$ cat src/rtl/alu_writeback.sv
// Writeback stage behind the ALU: S1 capture, destination decode, bypassed 32x32 register file,
// branch reporting, sticky status and overflow count. Optional overflow trap: ALU_WB_OVF_TRAP_EN.
module alu_writeback #(
    parameter int REG_COUNT = 32,
    parameter int OVF_CNT_W = 16
) (
    input  logic                 clk,
    input  logic                 rst_n,
    input  logic                 i_in_valid,
    output logic                 o_in_ready,
    input  logic [31:0]          i_inst_code,
    input  logic [31:0]          i_alu_res,
    input  logic [2:0]           i_alu_flag,
    input  logic [4:0]           i_rd_addr_a,
    output logic [31:0]          o_rd_data_a,
    input  logic [4:0]           i_rd_addr_b,
    output logic [31:0]          o_rd_data_b,
    output logic                 o_wb_valid,
    output logic [4:0]           o_wb_addr,
    output logic [31:0]          o_wb_data,
    output logic                 o_br_taken,
    output logic [15:0]          o_br_offset,
    output logic [2:0]           o_sticky_flags,
    input  logic                 i_sticky_clr,
    output logic [OVF_CNT_W-1:0] o_ovf_count
`ifdef ALU_WB_OVF_TRAP_EN
    ,
    output logic                 o_trap,
    input  logic                 i_trap_ack
`endif
);

    logic                 r_s1_valid;
    logic [31:0]          r_s1_inst;
    logic [31:0]          r_s1_res;
    logic [2:0]           r_s1_flag;
    logic [31:0]          r_regs [REG_COUNT];
    logic [15:0]          r_br_offset;
    logic [2:0]           r_sticky;
    logic [OVF_CNT_W-1:0] r_ovf_count;

    logic                 w_accept;
    logic [5:0]           w_opcode;
    logic [5:0]           w_func;
    logic                 w_writes;
    logic [4:0]           w_dest;
    logic                 w_is_branch;
    logic                 w_is_arith;
    logic                 w_ovf_block;
    logic                 w_commit;
    logic                 w_br_update;
    logic                 w_arith_update;
    logic                 w_unused_fields;

    assign w_accept        = i_in_valid & o_in_ready;
    assign w_opcode        = r_s1_inst[31:26];
    assign w_func          = r_s1_inst[5:0];
    assign w_unused_fields = ^{r_s1_inst[25:21], r_s1_inst[10:6]};

    always_ff @(posedge clk or negedge rst_n) begin
        if (!rst_n) begin
            r_s1_valid <= 1'b0;
            r_s1_inst  <= '0;
            r_s1_res   <= '0;
            r_s1_flag  <= '0;
        end else begin
            r_s1_valid <= w_accept;
            if (w_accept) begin
                r_s1_inst <= i_inst_code;
                r_s1_res  <= i_alu_res;
                r_s1_flag <= i_alu_flag;
            end
        end
    end

    always_comb begin
        w_writes    = 1'b0;
        w_dest      = 5'd0;
        w_is_branch = 1'b0;
        w_is_arith  = 1'b0;
        case (w_opcode)
            6'b000000: begin
                w_dest = r_s1_inst[15:11];
                case (w_func)
                    6'b100000, 6'b100001, 6'b100010, 6'b100011,
                    6'b000000, 6'b000100, 6'b000010, 6'b000110,
                    6'b000011, 6'b000111, 6'b100100, 6'b100101,
                    6'b100110, 6'b100111, 6'b101010, 6'b101011: w_writes = 1'b1;
                    default:                                    w_writes = 1'b0;
                endcase
                w_is_arith = (w_func == 6'b100000) || (w_func == 6'b100010);
            end
            6'b001000, 6'b001001, 6'b001100, 6'b001101,
            6'b001110, 6'b001010, 6'b001011: begin
                w_dest     = r_s1_inst[20:16];
                w_writes   = 1'b1;
                w_is_arith = (w_opcode == 6'b001000);
            end
            6'b000100, 6'b000101: w_is_branch = 1'b1;
            default: begin
                w_writes = 1'b0;
            end
        endcase
    end

`ifdef ALU_WB_OVF_TRAP_EN
    assign w_ovf_block = w_is_arith & r_s1_flag[2];
`else
    assign w_ovf_block = 1'b0;
`endif

    // Writes to r0 never commit, so r_regs[0] stays zero from reset onward.
    assign w_commit   = r_s1_valid & w_writes & ~w_ovf_block & (w_dest != 5'd0);
    assign o_wb_valid = w_commit;
    assign o_wb_addr  = w_commit ? w_dest : 5'd0;
    assign o_wb_data  = w_commit ? r_s1_res : 32'd0;

    always_ff @(posedge clk or negedge rst_n) begin
        if (!rst_n) begin
            for (int i = 0; i < REG_COUNT; i++) begin
                r_regs[i] <= '0;
            end
        end else if (w_commit) begin
            r_regs[w_dest] <= r_s1_res;
        end
    end

    assign o_rd_data_a = (i_rd_addr_a == 5'd0) ? 32'd0 :
                         (w_commit && (i_rd_addr_a == w_dest)) ? r_s1_res : r_regs[i_rd_addr_a];
    assign o_rd_data_b = (i_rd_addr_b == 5'd0) ? 32'd0 :
                         (w_commit && (i_rd_addr_b == w_dest)) ? r_s1_res : r_regs[i_rd_addr_b];

    assign w_br_update = r_s1_valid & w_is_branch;
    assign o_br_taken  = w_br_update & ~r_s1_flag[0];
    assign o_br_offset = w_br_update ? r_s1_res[15:0] : r_br_offset;

    always_ff @(posedge clk or negedge rst_n) begin
        if (!rst_n) begin
            r_br_offset <= '0;
        end else if (w_br_update) begin
            r_br_offset <= r_s1_res[15:0];
        end
    end

    // Status accounting follows the instruction even when a trap suppresses its write.
    assign w_arith_update = r_s1_valid & w_is_arith;

    always_ff @(posedge clk or negedge rst_n) begin
        if (!rst_n) begin
            r_sticky    <= '0;
            r_ovf_count <= '0;
        end else if (i_sticky_clr) begin
            r_sticky    <= w_arith_update ? r_s1_flag : 3'b000;
            r_ovf_count <= (w_arith_update && r_s1_flag[2]) ? OVF_CNT_W'(1) : '0;
        end else if (w_arith_update) begin
            r_sticky <= r_sticky | r_s1_flag;
            if (r_s1_flag[2] && (r_ovf_count != {OVF_CNT_W{1'b1}})) begin
                r_ovf_count <= r_ovf_count + OVF_CNT_W'(1);
            end
        end
    end

    assign o_sticky_flags = r_sticky;
    assign o_ovf_count    = r_ovf_count;

`ifdef ALU_WB_OVF_TRAP_EN
    logic r_trap;

    always_ff @(posedge clk or negedge rst_n) begin
        if (!rst_n) begin
            r_trap <= 1'b0;
        end else if (r_s1_valid && w_ovf_block) begin
            r_trap <= 1'b1;
        end else if (r_trap && i_trap_ack) begin
            r_trap <= 1'b0;
        end
    end

    assign o_trap     = r_trap;
    assign o_in_ready = ~r_trap;
`else
    assign o_in_ready = 1'b1;
`endif

endmodule

$ cat config.mk
export PLATFORM = sky130hd
export DESIGN_NAME = alu_writeback
export DESIGN_NICKNAME = d
export VERILOG_FILES = /design/src/rtl/alu_writeback.sv
export SDC_FILE = /design/constraint.sdc
export NUM_CORES = 2
export LEC_CHECK = 0
export ABC_AREA = 0
export CORE_MARGIN = 8
export CORE_UTILIZATION = 55
export DETAILED_ROUTE_END_ITERATION = 8
export PLACE_DENSITY = 0.7
export SLEW_MARGIN = 20
export SYNTH_ARGS = -nofsm -noshare
export SYNTH_HDL_FRONTEND = slang
export SYNTH_SLANG_ARGS = --single-unit
export TNS_END_PERCENT = 20
$ cat constraint.sdc
create_clock -name clk -period 8 [get_ports clk]
set_input_delay 1.2 -clock clk [delete_from_list [all_inputs] [get_ports clk]]
set_output_delay 1.2 -clock clk [all_outputs]
set_load 0.02 [all_outputs]
==> results.sh <==
export IMPL_rsz0062_at_grt="false"
export IMPL_finalMaxSlewViolations=0
export IMPL_synth_edff_count=0
export IMPL_ir_drop_mv=0.215
export IMPL_synth_largest_area_cell="dfrtp_1"
export IMPL_post_cts_buffers=0
export IMPL_end_kind="output pin"
export IMPL_dr_max_layer_used="met5"
export IMPL_layout_drive_gt1_share=0.418
export IMPL_p_leak_uw=0.0312
export IMPL_met2_length_um=87200
export IMPL_fin_crit_sh=0.801
export IMPL_grt_max_degree=190
export IMPL_status="finished, final reports clean"
export IMPL_synth_nets=4432
export IMPL_finClkSkew_ps=26.6
export IMPL_first_iter_violations=4475
export IMPL_reg2reg_to="r_regs[466]$_DFFE_PN0P_"
export IMPL_placed_area_um2=62900
export IMPL_period_minus_slack_ps=6410
export IMPL_met1_length_um=74900
export IMPL_initial_core_util=0.553
export IMPL_die_h_um=346
export IMPL_ant_nets=0
export IMPL_antenna_found_initial=5
export IMPL_dp_cells=5602
export IMPL_wl_met3_um=17700
export IMPL_synth_cell_area_um2=59900
export IMPL_syn_instance_count=4350
export IMPL_worst_path_buf_inv=3
export IMPL_first_global_vias=41400
export IMPL_ys_seq_area_frac=0.467
export IMPL_drc_errors=0
export IMPL_core_area_um2=108000
export IMPL_tightest_slew_ps=1240
export IMPL_path_clk_slew_ps=60
export IMPL_dpl_hpwl_um=107000
export IMPL_crit_path_start_kind="input pin"
export IMPL_critPathArrivalTime_ps=5210
export IMPL_fin_setup_tns_ps=0
export IMPL_rr_worst_depth=7
export IMPL_synthDistinctLibCells=62
export IMPL_root_buffer="clkbuf_16"
export IMPL_overflow=0
export IMPL_path_delay_family="buffers and inverters"
export IMPL_required_ps=6800
export IMPL_stdcell_count=5827
export IMPL_critPathMaxFanout=48
export IMPL_avgSynthCellArea_um2=13.8
export IMPL_crit_end="o_rd_data_b[15]"
export IMPL_nets=4393
export IMPL_clock_path_buffers=3
export IMPL_finalHoldViolations=0
export IMPL_htreeDepth=3
export IMPL_cts_hold_buffers_added=0
export IMPL_final_cell_area_um2=67100
export IMPL_crit_path_start="i_rd_addr_b[4]"
export IMPL_slowest_stage="and2_4"
export IMPL_rows=121
export IMPL_vias=40600
export IMPL_numPortBuffers=208
export IMPL_cts_sinks=1117
export IMPL_rrSetupSlack_ps=3890
export IMPL_power_per_cell_area_nw_per_um2=195
export IMPL_critical_path_class="input pin to output pin"
export IMPL_worstPathCellList="clkdlybuf4s50_1 > and2_4 > buf_4 > a22oi_1 > nand3_1 > nand4_1 > a31oi_1 > nor3_1 > clkdlybuf4s50_1"
export IMPL_timing_rr_start="r_s1_inst[28]$_DFFE_PN0P_"
export IMPL_async_reset_ff_frac=1.00
export IMPL_ys_ff_latch=1117
export IMPL_pin_count=220
export IMPL_cp_slowest_stage_delay_ps=1030
export IMPL_post_drt_wl_per_cell_um=32.5
export IMPL_setup_violations=0
export IMPL_maxSlewHeadroom=0.172
export IMPL_viasPerCell=6.96
export IMPL_insertion_delay_ps=720
export IMPL_synth_ff_type="dfrtp_1"
export IMPL_gp_congestion=0.854
export IMPL_cts_tree="done"
export IMPL_critPathMostFrequentCell="clkdlybuf4s50_1"
export IMPL_yosys_warnings=0
export IMPL_maxCapViolCount=0
export IMPL_synth_top_cell_area_share=0.467
export IMPL_die_x_um=346
export IMPL_crit_cells=9
export IMPL_fillCellCount=8366
export IMPL_syn_to_final_growth_pct=12.0
export IMPL_routed_wl_um=190000
export IMPL_synth_most_common_cell="dfrtp_1"
export IMPL_dieArea_um2=120000
export IMPL_synthTopCellsByCount="dfrtp_1 (1117), mux2_2 (1048), mux4_2 (386), mux2i_1 (319), clkbuf_1 (310)"
export IMPL_grt_pass1_wl_um=279000
export IMPL_cts_buffers=120
export IMPL_grtUsageTotal=0.310
export IMPL_fmax_mhz=156
export IMPL_holdCritPathClass="flip-flop to flip-flop"
export IMPL_first_pass_iters=7
export IMPL_cts_resized=0
export IMPL_synth_area_leaders="dfrtp_1 (47%), mux2_2 (20%), mux4_2 (15%), mux2i_1 (5.3%), clkbuf_1 (1.9%)"
metal layers:
layer / GRT usage / up-vias
met5: 0 / -
met2: 0.478 / 1993
met1: 0.416 / 21500
met4: 0.140 / 8
met3: 0.0788 / 544
li1: - / 16500
where the power goes:
group,switching (uW),internal (uW)
clock,2340,3450
sequential,116,5780
combinational,862,508
cells by family (layout without fill, tap and decap cells):
logic type,Yosys count,in the layout,synth area share
and+or+nand+nor,535,535,0.0450
AOI/OAI and AO/OA,368,368,0.0442
DFF,1117,1117,0.467
adders and majority gates,1,1,0.000209
xor gates and xnor gates,16,16,0.00234
muxes,1796,1796,0.404
other,1,4,0.0000626
buffers and inverters,516,576,0.0379
cell usage in the layout, fill, tap and decap left out, drive strengths merged, types with 88 or more instances in the layout:
cell type and instances:
dfrtp 1117, clkdlybuf4s50 199, a22oi 126, mux2 1091, mux4 386, buf 148
nand2 187, mux2i 319, nand3 88, clkbuf 183
worst min path at each step:
stage / startpoint / endpoint / slack (ps) / cells past startpoint
final: r_regs[999]$_DFFE_PN0P_ / r_regs[999]$_DFFE_PN0P_ / 400 / 0
after global routing: r_regs[992]$_DFFE_PN0P_ / r_regs[992]$_DFFE_PN0P_ / 410 / 0
after CTS: r_regs[1003]$_DFFE_PN0P_ / r_regs[1003]$_DFFE_PN0P_ / 400 / 0
after detailed placement: r_regs[1010]$_DFFE_PN0P_ / r_regs[1010]$_DFFE_PN0P_ / 390 / 0
after global placement: r_regs[1020]$_DFFE_PN0P_ / r_regs[1020]$_DFFE_PN0P_ / 380 / 0
after floorplan: r_regs[1000]$_DFFE_PN0P_ / r_regs[1000]$_DFFE_PN0P_ / 450 / 1
area by class of cell:
class | instances | area [um^2] | share of cell area
Multi-Input combinational cell | 2717 | 29900 | 0.446
Sequential cell | 1117 | 28000 | 0.417
Clock buffer | 183 | 3620 | 0.0540
Timing Repair Buffer | 347 | 3310 | 0.0493
Tap cell | 1414 | 1770 | 0.0264
Clock inverter | 38 | 488 | 0.00727
Inverter | 8 | 30.0 | 0.000448
Antenna cell | 3 | 7.51 | 0.000112
flip-flops by register name, indices dropped and copies added (netlist names):
| signal | cells |
|---|---|
| o_ovf_count | 16 |
| r_s1_valid | 1 |
| r_br_offset | 16 |
| r_s1_inst | 22 |
| r_s1_flag | 3 |
| r_regs | 1024 |
| o_sticky_flags | 3 |
| r_s1_res | 32 |
stage by stage:
step / utilization / setup WS, ps / hold WS (ps) / power (uW)
2_1_floorplan: - / 3540 / 445 / 6740
3_3_place_gp: 0.581 / 1760 / 383 / 7340
3_5_place_dp: 0.581 / 1690 / 385 / 7350
4_1_cts: 0.618 / 1690 / 400 / 13100
5_1_grt: 0.619 / 1530 / 409 / 13400
6_report: 0.619 / 1590 / 399 / 13100
worst register-to-register path, stage by stage (launching register included):
cell and delay [ps]:
dfrtp_1 550, and3_1 290, nor2_2 90, a22oi_1 820
nand2_1 340, nor2_4 870, buf_4 610, mux2_2 420
No activity file was read; power rests on OpenSTA's default activity.
